## src/rtl/fetch_stage.sv

```systemverilog
// -----------------------------------------------------------------------------
// fetch_stage
//   Instruction-fetch stage of the 16-bit WISC pipeline. Owns the PC, drives the
//   instruction memory address, and loads the IF/ID pipeline register. Handles
//   redirects from ID, hazard stalls, memory-miss bubbles and HLT.
//
// Ports
//   clk           in   1   clock, rising edge
//   rst           in   1   synchronous active-high reset
//   stall         in   1   hold PC, IF/ID, state and miss counter
//   branch_taken  in   1   redirect fetch to branch_target (overrides stall)
//   branch_target in  16   redirect address
//   imem_addr     out 16   fetch address (current PC)
//   imem_data     in  16   instruction word at imem_addr
//   imem_valid    in   1   imem_data valid this cycle (0 = miss, retry)
//   if_id_instr   out 16   registered instruction to ID
//   if_id_pc      out 16   registered address of if_id_instr
//   if_id_valid   out  1   1 = real instruction, 0 = bubble
//   halted        out  1   fetch frozen on HLT
//   miss_cycles   out 16   saturating count of cycles spent in MISS
// -----------------------------------------------------------------------------
module fetch_stage #(
  parameter logic [15:0] RESET_PC   = 16'h0000,
  parameter logic [3:0]  HLT_OPCODE = 4'hF,
  parameter logic [15:0] NOP_INSTR  = 16'h0000
) (
  input  logic        clk,
  input  logic        rst,
  input  logic        stall,
  input  logic        branch_taken,
  input  logic [15:0] branch_target,
  output logic [15:0] imem_addr,
  input  logic [15:0] imem_data,
  input  logic        imem_valid,
  output logic [15:0] if_id_instr,
  output logic [15:0] if_id_pc,
  output logic        if_id_valid,
  output logic        halted,
  output logic [15:0] miss_cycles
);

  typedef enum logic [1:0] {
    S_FETCH = 2'd0,
    S_MISS  = 2'd1,
    S_HALT  = 2'd2
  } state_t;

  state_t      state_q, state_d;
  logic [15:0] pc_q, pc_d;
  logic [15:0] instr_q, instr_d;
  logic [15:0] ipc_q, ipc_d;
  logic        vld_q, vld_d;
  logic [15:0] miss_q, miss_d;

  function automatic logic [15:0] sat_inc16(input logic [15:0] v);
    return (v == 16'hFFFF) ? v : v + 16'd1;
  endfunction

  // State register: every piece of stage state updates here
  always_ff @(posedge clk) begin
    if (rst) begin
      state_q <= S_FETCH;
      pc_q    <= RESET_PC;
      instr_q <= NOP_INSTR;
      ipc_q   <= 16'h0000;
      vld_q   <= 1'b0;
      miss_q  <= 16'h0000;
    end else begin
      state_q <= state_d;
      pc_q    <= pc_d;
      instr_q <= instr_d;
      ipc_q   <= ipc_d;
      vld_q   <= vld_d;
      miss_q  <= miss_d;
    end
  end

  // Next-state logic. A bubble clears valid and the instruction word; the
  // IF/ID PC is left as-is since nothing downstream consumes it without valid.
  always_comb begin
    state_d = state_q;
    pc_d    = pc_q;
    instr_d = instr_q;
    ipc_d   = ipc_q;
    vld_d   = vld_q;
    miss_d  = miss_q;

    if (branch_taken) begin
      // Redirect wins over stall and abandons any pending miss or wrong-path HLT
      pc_d    = branch_target;
      instr_d = NOP_INSTR;
      vld_d   = 1'b0;
      state_d = S_FETCH;
    end else if (!stall) begin
      unique case (state_q)
        S_FETCH, S_MISS: begin
          if (state_q == S_MISS) begin
            miss_d = sat_inc16(miss_q);
          end
          if (imem_valid) begin
            instr_d = imem_data;
            ipc_d   = pc_q;
            vld_d   = 1'b1;
            if (imem_data[15:12] == HLT_OPCODE) begin
              state_d = S_HALT;
            end else begin
              pc_d    = pc_q + 16'd2;
              state_d = S_FETCH;
            end
          end else begin
            instr_d = NOP_INSTR;
            vld_d   = 1'b0;
            state_d = S_MISS;
          end
        end
        S_HALT: begin
          // HLT was already delivered once; keep feeding bubbles
          instr_d = NOP_INSTR;
          vld_d   = 1'b0;
        end
        default: begin
          state_d = S_FETCH;
        end
      endcase
    end
  end

  // Output logic
  always_comb begin
    imem_addr   = pc_q;
    if_id_instr = instr_q;
    if_id_pc    = ipc_q;
    if_id_valid = vld_q;
    halted      = (state_q == S_HALT);
    miss_cycles = miss_q;
  end

endmodule

```

## config.mk

```make
export PLATFORM = sky130hd
export DESIGN_NAME = fetch_stage
export DESIGN_NICKNAME = d
export VERILOG_FILES = /design/src/rtl/fetch_stage.sv
export SDC_FILE = /design/constraint.sdc
export NUM_CORES = 1
export LEC_CHECK = 0
export ABC_AREA = 1
export CAP_MARGIN = 20
export CORE_MARGIN = 4
export CORE_UTILIZATION = 47
export CTS_CLUSTER_DIAMETER = 60
export DETAILED_ROUTE_END_ITERATION = 7
export PLACE_DENSITY = 0.8
export SLEW_MARGIN = 20
export SYNTH_ARGS = -nofsm -noshare
export SYNTH_HDL_FRONTEND = slang
export SYNTH_SLANG_ARGS = --single-unit
```

## constraint.sdc

```tcl
create_clock -name clk -period 2.2 [get_ports clk]
set_clock_uncertainty 0.2 [all_clocks]
set_input_delay 0.44 -clock clk [delete_from_list [all_inputs] [get_ports clk]]
set_output_delay 0.44 -clock clk [all_outputs]
set_load 0.02 [all_outputs]
```

==> impl_metrics.json, run 1 <==
{
  "status": "complete, no violations",
  "timing.rr.start": "miss_cycles[0]$_SDFFE_PP0P_",
  "hp-class": "reg2reg",
  "grt_use_total_pct": 22.0,
  "finalSetupViolCount": 0,
  "grt_pass1_wl_um": 15100,
  "max-clock-path-buffers": 2,
  "fmax_mhz": 472,
  "hold_violations": 0,
  "synth_area_um2": 3300,
  "worst_slack_ns": 0.0807,
  "avgSynthCellArea_um2": 6.99,
  "pwr_density_cell_nw_per_um2": 615,
  "h-tree-depth": 3,
  "globalplace.congestion": 0.876,
  "peakVddDrop_v": 0.000431,
  "post-cts-setup-buffers": 0,
  "antenna_found_initial": 0,
  "wirelength_um": 9220,
  "p_int_mw": 2.11,
  "crit_buf_inv": 1,
  "clkPwrFrac_pct": 39.9,
  "syn-num-nets": 511,
  "synthCells": 472,
  "clkSlewWorstSetupHoldPaths_ns": 0.08,
  "fin_crit_ns": 2.12,
  "io_buffer_count": 102,
  "holdPathStages": 2,
  "die_h_um": 91.8,
  "p_sw_uw": 777,
  "maxCapViolCount": 0,
  "layout_common_cells": "nand2_1 (125), clkdlybuf4s50_1 (101), nor2_1 (79)",
  "wl_met3_um": 816,
  "drv_slew": 0,
  "pin_count": 103,
  "cts_buffers": 9,
  "firstDrtPassIters": 5,
  "end_kind": "output pin",
  "cts_tree": "yes",
  "worst_pin_slew_ns": 0.368,
  "r2r_slack_ns": 0.26,
  "grt_overflow": 0,
  "met1_length_um": 3970,
  "power_frac_comb_pct": 14.9,
  "cp-start-kind": "register",
  "die_area_um2": 8430,
  "ant_nets": 0,
  "mostFrequentLayoutCell": "nand2_1",
  "final_cells": 684,
  "initial_core_util_pct": 48.6,
  "clock_sinks": 67,
  "pwr-share-seq_pct": 45.2,
  "whs_endpoint": "if_id_instr[5]$_SDFFE_PP0P_",
  "cp_max_fo": 6,
  "vias": 3501,
  "switching_share_pct": 26.9,
  "wl_met2_um": 4250,
  "tns_ns": 0,
  "grt_pass1_vias": 3293,
  "worstPathRequired_ns": 1.56,
  "slowest_delay_ns": 0.66,
  "area_delta_synth_final_pct": 42.0,
  "critPathArrivalTime_ns": 1.48,
  "core-area_um2": 6790,
  "cp_slowest_cell": "clkdlybuf4s50_1",
  "drc_errors": 0,
  "crit_family": "buffers and inverters",
  "insertion_delay_ns": 0.34,
  "r2r_cells": 8,
  "r2r-end": "miss_cycles[7]$_SDFFE_PP0P_",
  "die_w_um": 91.8,
  "dp_hpwl_um": 6960,
  "drive_gt1_share_pct": 11.1,
  "top_layer": "met4",
  "grt_start_max_net_pins": 25,
  "fp-row-count": 30,
  "rsz0062_at_grt": "false",
  "timing.hold.ws_ns": 0.264,
  "preCtsSetupSlack_ns": 0.000476,
  "vias_per_cell": 5.12,
  "hold_buffers": 0,
  "min_period_over_period_pct": 96.3,
  "min_from": "if_id_instr[5]$_SDFFE_PP0P_",
  "relSlewSlack_pct": 75.4,
  "cts_root_buffer": "clkbuf_8",
  "seq_area_frac_synth_pct": 40.6,
  "total_power_mw": 2.88,
  "crit_path_cell_trace": "clkdlybuf4s50_1",
  "synth-seq-cells": 67,
  "leakagePower_nw": 1.74,
  "layout.nets": 622,
  "ys_warn_count": 0,
  "ys_types": 36,
  "diodes": 0,
  "placedCellCount": 668,
  "crit_type": "reg2out",
  "wl_per_cell_um": 13.5,
  "drtIter0Drc": 198
}
[layer usage]
layer  global-route usage (%)  vias up
met5                        0        -
met4                     8.54        0
met3                     7.38       22
met2                     35.3      148
met1                     27.2     1574
li1                         -     1757
[logic make-up (layout without fill, tap and decap cells)]
logic type	after synthesis	in the layout	synth area share (%)
and+or+nand+nor	264	264	34.9
xor gates and xnor gates	8	8	2.12
adders and majority gates	2	2	0.758
DFF	67	67	40.6
AOI/OAI and AO/OA	79	79	14.4
buffers and inverters	52	168	7.24
[power groups by stage]
stage	Clock (mW)	Combinational [mW]	Sequential, mW
after global placement	0	0.422	1.33
final	1.15	0.430	1.30
after global routing	1.23	0.468	1.31
after floorplan	0	0.166	1.37
after CTS	1.17	0.432	1.30
after detailed placement	0	0.430	1.33
[worst max-delay path by stage]
stage	start	slack, ns	cells after the start	endpoint
after floorplan	miss_cycles[0]$_SDFFE_PP0P_	0.35	9	miss_cycles[6]$_SDFFE_PP0P_
after CTS	miss_cycles[6]$_SDFFE_PP0P_	0.08	1	miss_cycles[6]
final	imem_addr[7]$_SDFFE_PP0P_	0.08	1	imem_addr[7]
after global routing	imem_addr[5]$_SDFFE_PP0P_	0.02	1	imem_addr[5]
after detailed placement	imem_valid	0.0005	8	if_id_pc[1]$_SDFFE_PP0P_
after global placement	imem_valid	0.07	8	if_id_pc[9]$_SDFFE_PP0P_
[stage by stage]
step	util, %	area (um^2)
after detailed placement	65.7	4470
after floorplan	-	3300
after CTS	69.0	4690
after global placement	65.7	4470
after global routing	69.0	4690
final	69.0	4690
[state kept, by name (all words and copies together) (netlist names)]
register and flops:
if_id_pc 16, state_q 2, if_id_instr 16, if_id_valid 1
imem_addr 16, miss_cycles 16
[Yosys cell counts (all sizes together)]
cell type  number  area share [%]
nand2         131              16
nor2           84              10
dfxtp          67              41
a21oi          48             8.4
inv            33             3.9
nand3          32             4.9
o21ai          22             3.3
nand4          11             2.5
buf            10             2.3
clkbuf          7            0.80
xor2            6             1.6
a211oi          5             1.7
nor3            3            0.80
a31oi           2            0.38
clkinv          2            0.27
ha              2            0.76
nand3b          2            0.45
xnor2           2            0.53
o211ai          1            0.23
o31a            1            0.27
or2             1            0.19
[area by class of cell]
cell class	instances	area, um^2
fillers	585	2110
multi-input cells	353	1720
flip-flops and latches	67	1340
repair buffers	117	1140
inverters	35	138
clock buffers	9	124
well taps	96	120
clock inverters	7	98.8
[repair_timing]
action,CTS,global route
endpoints found under the hold margin,0,0
gates resized for setup,1,0
setup endpoints to repair,1,0
Power figures use the tool's default switching activity.
==> run 2: changes to the inputs <==
--- a/config.mk
+++ b/config.mk
@@ -12,7 +12,6 @@
 export CTS_CLUSTER_DIAMETER = 60
 export DETAILED_ROUTE_END_ITERATION = 7
 export PLACE_DENSITY = 0.8
-export SLEW_MARGIN = 20
 export SYNTH_ARGS = -nofsm -noshare
 export SYNTH_HDL_FRONTEND = slang
 export SYNTH_SLANG_ARGS = --single-unit
==> results of run 2 <==
The final DEF is identical to that of run 1; final timing and power are the same.
